<file path="config.mk">
export PLATFORM = sky130hd
export DESIGN_NAME = gauss_window_gen_flat
export DESIGN_NICKNAME = d
export VERILOG_FILES = /design/src/rtl/gauss_window_gen_if.sv /design/src/rtl/gauss_window_gen.sv /design/src/flat_wrapper.sv
export SDC_FILE = /design/constraint.sdc
export NUM_CORES = 2
export LEC_CHECK = 0
export BUFFER_PORTS_ARGS = -buffer_cell sky130_fd_sc_hd__buf_2
export CORE_ASPECT_RATIO = 0.75
export CORE_MARGIN = 2
export CORE_UTILIZATION = 45
export CTS_BUF_LIST = sky130_fd_sc_hd__clkbuf_2 sky130_fd_sc_hd__clkbuf_4 sky130_fd_sc_hd__clkbuf_8
export DETAILED_ROUTE_END_ITERATION = 8
export SYNTH_ARGS = -nofsm -noshare
export SYNTH_HDL_FRONTEND = slang
export SYNTH_SLANG_ARGS = --single-unit
</file>
<file path="constraint.sdc">
create_clock -name clk -period 3.2 [get_ports clk]
set_input_delay 0.32 -clock clk [delete_from_list [all_inputs] [get_ports clk]]
set_output_delay 0.32 -clock clk [all_outputs]
set_load 0.005 [all_outputs]
</file>
<file path="src/rtl/gauss_window_gen_if.sv">
// rtl/gauss_window_gen_if.sv - pixel stream in, 3x3 window and kernel select out
interface gauss_window_gen_if #(
    parameter int DATA_WIDTH = 8
);
    logic                  in_valid;
    logic [DATA_WIDTH-1:0] in_data;
    logic                  in_ready;
    logic                  out_valid;
    logic [DATA_WIDTH-1:0] line0_data0, line0_data1, line0_data2;
    logic [DATA_WIDTH-1:0] line1_data0, line1_data1, line1_data2;
    logic [DATA_WIDTH-1:0] line2_data0, line2_data1, line2_data2;
    logic [3:0]            corner_type;

    modport master (
        output in_valid, in_data,
        input  in_ready, out_valid, corner_type,
        input  line0_data0, line0_data1, line0_data2,
        input  line1_data0, line1_data1, line1_data2,
        input  line2_data0, line2_data1, line2_data2
    );

    modport slave (
        input  in_valid, in_data,
        output in_ready, out_valid, corner_type,
        output line0_data0, line0_data1, line0_data2,
        output line1_data0, line1_data1, line1_data2,
        output line2_data0, line2_data1, line2_data2
    );
endinterface

</file>
<file path="src/rtl/gauss_window_gen.sv">
// rtl/gauss_window_gen.sv - 3x3 neighbourhood generator with edge masking and flush
module gauss_window_gen #(
    parameter int DATA_WIDTH = 8,
    parameter int IMG_W      = 64,
    parameter int IMG_H      = 64
) (
    input logic               clk,
    input logic               rst_n,
    gauss_window_gen_if.slave bus
);
    // chain[0] is the newest pixel (centre + IMG_W + 1), so tap (r,k) sits at chain[r*IMG_W+k].
    localparam int DEPTH = 2 * IMG_W + 3;
    localparam int XW    = $clog2(IMG_W);
    localparam int YW    = $clog2(IMG_H);
    localparam logic [XW-1:0] X_LAST = XW'(IMG_W - 1);
    localparam logic [YW-1:0] Y_LAST = YW'(IMG_H - 1);

    typedef enum logic [1:0] {S_IDLE, S_FILL, S_RUN, S_FLUSH} state_t;

    state_t                state;
    logic [XW-1:0]         in_x, out_x;
    logic [YW-1:0]         in_y, out_y;
    logic [DATA_WIDTH-1:0] chain     [DEPTH];
    logic [DATA_WIDTH-1:0] chain_nxt [DEPTH];
    logic [DATA_WIDTH-1:0] win_q     [3][3];
    logic [DATA_WIDTH-1:0] win_d     [3][3];
    logic                  in_ready_q, out_valid_q;
    logic [3:0]            corner_q, corner_d;
    logic                  accept, flushing, in_last, release_first, out_last, emit;

    assign flushing      = (state == S_FLUSH);
    assign accept        = bus.in_valid && in_ready_q;
    assign in_last       = (in_x == X_LAST) && (in_y == Y_LAST);
    assign release_first = (in_x == XW'(1)) && (in_y == YW'(1));
    assign out_last      = (out_x == X_LAST) && (out_y == Y_LAST);
    assign emit          = flushing ||
                           (accept && (state == S_RUN || (state == S_FILL && release_first)));

    always_comb begin
        chain_nxt[0] = flushing ? '0 : bus.in_data;
        for (int i = 1; i < DEPTH; i++) begin
            chain_nxt[i] = chain[i-1];
        end
    end

    // Masking relies only on the centre position, so stale line contents never leak out.
    always_comb begin
        for (int r = 0; r < 3; r++) begin
            for (int k = 0; k < 3; k++) begin
                win_d[r][k] = '0;
                if (!(k == 0 && out_x == X_LAST) && !(k == 2 && out_x == '0) &&
                    !(r == 0 && out_y == Y_LAST) && !(r == 2 && out_y == '0)) begin
                    win_d[r][k] = chain_nxt[r*IMG_W+k];
                end
            end
        end
    end

    always_comb begin
        corner_d = 4'd8;
        if      (out_y == '0     && out_x == '0)     corner_d = 4'd1;
        else if (out_y == '0     && out_x == X_LAST) corner_d = 4'd2;
        else if (out_y == Y_LAST && out_x == '0)     corner_d = 4'd5;
        else if (out_y == Y_LAST && out_x == X_LAST) corner_d = 4'd6;
        else if (out_x == '0)                        corner_d = 4'd3;
        else if (out_x == X_LAST)                    corner_d = 4'd4;
        else if (out_y == '0 || out_y == Y_LAST)     corner_d = 4'd7;
    end

    always_ff @(posedge clk or negedge rst_n) begin
        if (!rst_n) begin
            state       <= S_IDLE;
            in_x        <= '0;
            in_y        <= '0;
            out_x       <= '0;
            out_y       <= '0;
            in_ready_q  <= 1'b1;
            out_valid_q <= 1'b0;
            corner_q    <= '0;
            for (int i = 0; i < DEPTH; i++) chain[i] <= '0;
            for (int r = 0; r < 3; r++)
                for (int k = 0; k < 3; k++) win_q[r][k] <= '0;
        end else begin
            if (accept || flushing) chain <= chain_nxt;

            out_valid_q <= emit;
            corner_q    <= emit ? corner_d : 4'd0;
            for (int r = 0; r < 3; r++)
                for (int k = 0; k < 3; k++) win_q[r][k] <= emit ? win_d[r][k] : '0;

            if (accept) begin
                if (in_x == X_LAST) begin
                    in_x <= '0;
                    in_y <= (in_y == Y_LAST) ? '0 : in_y + 1'b1;
                end else begin
                    in_x <= in_x + 1'b1;
                end
            end

            if (emit) begin
                if (out_x == X_LAST) begin
                    out_x <= '0;
                    out_y <= (out_y == Y_LAST) ? '0 : out_y + 1'b1;
                end else begin
                    out_x <= out_x + 1'b1;
                end
            end

            case (state)
                S_IDLE:  if (accept) state <= S_FILL;
                S_FILL:  if (accept && release_first) state <= S_RUN;
                S_RUN: begin
                    if (accept && in_last) begin
                        state      <= S_FLUSH;
                        in_ready_q <= 1'b0;
                    end
                end
                S_FLUSH: begin
                    if (out_last) begin
                        state      <= S_IDLE;
                        in_ready_q <= 1'b1;
                    end
                end
                default: state <= S_IDLE;
            endcase
        end
    end

    assign bus.in_ready    = in_ready_q;
    assign bus.out_valid   = out_valid_q;
    assign bus.corner_type = corner_q;
    assign bus.line0_data0 = win_q[0][0];
    assign bus.line0_data1 = win_q[0][1];
    assign bus.line0_data2 = win_q[0][2];
    assign bus.line1_data0 = win_q[1][0];
    assign bus.line1_data1 = win_q[1][1];
    assign bus.line1_data2 = win_q[1][2];
    assign bus.line2_data0 = win_q[2][0];
    assign bus.line2_data1 = win_q[2][1];
    assign bus.line2_data2 = win_q[2][2];
endmodule

</file>
<file path="src/flat_wrapper.sv">
// flat-port wrapper written by rule: the top's interface ports become plain ports
module gauss_window_gen_flat 
#(
    parameter int DATA_WIDTH = 8,
    parameter int IMG_W      = 64,
    parameter int IMG_H      = 64
)
  (clk, rst_n, bus_in_valid, bus_in_data, bus_in_ready, bus_out_valid, bus_corner_type, bus_line0_data0, bus_line0_data1, bus_line0_data2, bus_line1_data0, bus_line1_data1, bus_line1_data2, bus_line2_data0, bus_line2_data1, bus_line2_data2);
  gauss_window_gen_if #(.DATA_WIDTH(DATA_WIDTH)) bus_i ();
  input logic clk;
  input logic rst_n;
  input wire logic [$bits(bus_i.in_valid)-1:0] bus_in_valid;
  input wire logic [$bits(bus_i.in_data)-1:0] bus_in_data;
  output wire logic [$bits(bus_i.in_ready)-1:0] bus_in_ready;
  output wire logic [$bits(bus_i.out_valid)-1:0] bus_out_valid;
  output wire logic [$bits(bus_i.corner_type)-1:0] bus_corner_type;
  output wire logic [$bits(bus_i.line0_data0)-1:0] bus_line0_data0;
  output wire logic [$bits(bus_i.line0_data1)-1:0] bus_line0_data1;
  output wire logic [$bits(bus_i.line0_data2)-1:0] bus_line0_data2;
  output wire logic [$bits(bus_i.line1_data0)-1:0] bus_line1_data0;
  output wire logic [$bits(bus_i.line1_data1)-1:0] bus_line1_data1;
  output wire logic [$bits(bus_i.line1_data2)-1:0] bus_line1_data2;
  output wire logic [$bits(bus_i.line2_data0)-1:0] bus_line2_data0;
  output wire logic [$bits(bus_i.line2_data1)-1:0] bus_line2_data1;
  output wire logic [$bits(bus_i.line2_data2)-1:0] bus_line2_data2;
  assign bus_i.in_valid = bus_in_valid;
  assign bus_i.in_data = bus_in_data;
  assign bus_in_ready = bus_i.in_ready;
  assign bus_out_valid = bus_i.out_valid;
  assign bus_corner_type = bus_i.corner_type;
  assign bus_line0_data0 = bus_i.line0_data0;
  assign bus_line0_data1 = bus_i.line0_data1;
  assign bus_line0_data2 = bus_i.line0_data2;
  assign bus_line1_data0 = bus_i.line1_data0;
  assign bus_line1_data1 = bus_i.line1_data1;
  assign bus_line1_data2 = bus_i.line1_data2;
  assign bus_line2_data0 = bus_i.line2_data0;
  assign bus_line2_data1 = bus_i.line2_data1;
  assign bus_line2_data2 = bus_i.line2_data2;
  gauss_window_gen #(.DATA_WIDTH(DATA_WIDTH), .IMG_W(IMG_W), .IMG_H(IMG_H)) u_core (.clk(clk), .rst_n(rst_n), .bus(bus_i));
endmodule
</file>
==> impl_metrics.tcl <==
set metrics [dict create \
    status "finished, final reports clean" \
    finalHoldViolations 0 \
    leakagePower_nw 28.37 \
    maxCapViolations 0 \
    worstPathArrival_ns 3.34 \
    synth_flop_cell "dfrtp_1" \
    nNetsFinal 4874 \
    multi_input_comb_area_sq_mm 0.01313 \
    viasPerCell 4.675 \
    antenna_found_initial 3 \
    ir_worst_vdd_uv 382.4 \
    layout.cells.most_common "nand2_1" \
    tns_ns 0 \
    first_pass_iters 5 \
    hp-class "in2async" \
    grt_pass1_wl_mm 136.5 \
    crit_path_end_kind "flop" \
    ios 89 \
    core-area_sq_mm 0.09491 \
    num_vias 29150 \
    grtUsageTotal_pct 16.47 \
    postRouteAntennaNets 0 \
    gp_congestion 0.7526 \
    cts_root_buffer "clkbuf_8" \
    layout_common_cells "3127 x nand2_1, 1143 x dfrtp_1, 229 x clkbuf_8" \
    syn_area_sq_mm 0.04294 \
    cp.buffers_inverters 1 \
    cp_slowest_cell "dfstp_2" \
    postCtsSetupBuffers 0 \
    cts_tree "built" \
    numCtsBuffers 175 \
    dieArea_sq_mm 0.09794 \
    syn_nets 4765 \
    drc 0 \
    register_area_sq_mm 0.02863 \
    cts.sinks 1144 \
    wl_per_cell_um 12.53 \
    synthArstFlopShare_pct 100.0 \
    skew_ns 0.02327 \
    clockBufferDepth 3 \
    path_cells "and2_1, a21oi_2, a21boi_4, buf_4, and3_1" \
    slew-limit-headroom_pct 47.16 \
    cp_slowest_stage_delay_ns 0.60 \
    synth_top_area_cell "dfrtp_1" \
    die_w_um 360.7 \
    synthCells 4741 \
    insertion_delay_ns 0.83 \
    setup_viol 0 \
    grt_pass1_vias 28660 \
    crit_start "u_core.bus.in_ready$_DFFE_PN1P_" \
    postSynthAreaPerCell_sq_um 9.058 \
    io_buffers 88 \
    holdWs_ns 0.08641 \
    startpoint_type "flop" \
    clkTransAtPathRegs_ns 0.06 \
    synth_edf_count 0 \
    start_util_pct 45.25 \
    fillers 8847 \
    worst_pin_slew_ns 0.7906 \
    cpLargestDelayFamily "compound AO/OA/AOI/OAI gates" \
    synth_seq_cells 1144 \
    finalMaxSlewViolations 0 \
    htreeDepth 4 \
    row_count 98 \
    netlist.area_leader.share_pct 66.61 \
    routed_wl_mm 78.12 \
    rr_startpoint "u_core.bus.in_ready$_DFFE_PN1P_" \
    period_needed_ns 2.580 \
    area_delta_synth_final_pct 13.77 \
    max_freq_mhz 387.5 \
    finalCritPeriodShare_pct 80.64 \
    crit_type "reg2reg" \
    drtIter0Drc 2259 \
    rsz0062_at_grt "no" \
    seq_area_frac_synth_pct 66.67 \
    grt_max_degree 151 \
    overflow 0 \
    synthTopCellsByArea "dfrtp_1 67%, nand2_1 27%, buf_2 1.3%, clkbuf_1 0.86%, and3_1 0.61%" \
    ys_warn_count 0 \
    required_ns 3.96 \
    dp_hpwl_mm 44.98 \
    die_h_um 271.5 \
    drive_gt1_share_pct 9.932 \
    worst-path-max-fanout 14 \
    yosysUniqueCellTypes 53 \
    pwr_density_cell_mw_per_mm2 565.2 \
]
[Yosys cell counts (all sizes together), types with 2 or more instances]
library cell / count
inv: 23
nor4: 4
mux2i: 2
xor2: 4
dfrtp: 1143
nor3: 13
xnor2: 8
nand2: 3128
and2: 18
o21ai: 10
a211oi: 3
ha: 13
a21oi: 16
a22o: 3
and4: 3
nand4: 7
o41ai: 2
clkbuf: 99
or2: 3
buf: 148
nor2: 15
and3: 42
nand3: 9
nor3b: 8
[timing repair]
item	in CTS	in global routing
gates resized for setup	0	0
endpoints found under the hold margin	559	0
hold buffers	10	0
[area by class of cell]
class	count	area share, %
antenna	1	0.005122
clock buffer	285	7.312
clock inverter	26	0.4482
inverter	24	0.1870
multi-input combinational	3326	26.88
sequential	1144	58.60
tap	1250	3.201
timing repair buffer	179	3.370
[metrics by stage]
stage	util, %	setup slack [ns]	area [sq um]	instances	total power, mW
finish	51.48	0.6195	48850	6235	27.61
global route	51.48	0.5210	48850	6235	28.80
CTS	51.47	0.6419	48850	6234	28.15
detailed placement	47.37	0.6710	44960	5913	15.10
global placement	47.37	0.6527	44960	5913	15.10
floorplan	-	1.385	42940	4741	14.74
[logic make-up after synthesis]
group           count (synthesis)  share of synthesized area [%]
flops                        1144                          66.67
xor+xnor                       12                         0.2447
mux                             3                        0.07284
buf+inv                       271                          2.809
fa+ha+maj                      13                         0.3788
compound gates                 46                         0.7256
simple gates                 3252                          29.10
[per-layer routing]
metal | vias up | track usage (%) | part of all wire (%) | wire length [um]
li1 | 14580 | - | - | -
met1 | 14080 | 23.48 | 51 | 39560
met2 | 352 | 24.99 | 43 | 33610
met3 | 143 | 3.377 | 4.1 | 3190
met4 | 0 | 6.166 | 2.3 | 1764
met5 | - | 0 | 0 | 0
[flip-flops by register name, summed over array words and instances (netlist names)]
signal / count
u_core.state: 2
u_core.bus.line0_data1: 8
u_core.bus.line2_data0: 8
u_core.chain: 1040
u_core.bus.line2_data1: 8
u_core.in_y: 6
u_core.bus.line1_data0: 8
u_core.bus.line2_data2: 8
u_core.out_y: 6
u_core.out_x: 6
u_core.in_x: 6
u_core.bus.out_valid: 1
u_core.bus.in_ready: 1
u_core.bus.line1_data1: 8
u_core.bus.corner_type: 4
u_core.bus.line0_data0: 8
u_core.bus.line1_data2: 8
u_core.bus.line0_data2: 8
[worst reg2reg max path, stage by stage, from the launching register on]
cell and delay [ns]:
dfstp_2 0.60, and2_1 0.58, a21oi_2 0.28, a21boi_4 0.54, buf_4 0.32, and3_1 0.19
[where the power goes]
part           switching (mW)  internal (mW)  total [mW]
clock                    5.58           7.21        12.8
sequential                  0           14.5        14.5
combinational           0.289         0.0635       0.352
[worst paths after layout]
path                       slack (ns)                             endpoint  cells after the start
min in group clk                 0.26  u_core.bus.line0_data0[0]$_DFF_PN0_                      4
setup / recovery                 0.62  u_core.bus.line2_data2[4]$_DFF_PN0_                      5
hold reg to reg                  0.45        u_core.chain[693]$_DFFE_PN0P_                      2
setup reg to reg                 0.62  u_core.bus.line2_data2[4]$_DFF_PN0_                      5
max in group asynchronous        1.91        u_core.chain[220]$_DFFE_PN0P_                      3
hold / removal                   0.09         u_core.chain[38]$_DFFE_PN0P_                      2
No activity file was read; power rests on OpenSTA's default activity.
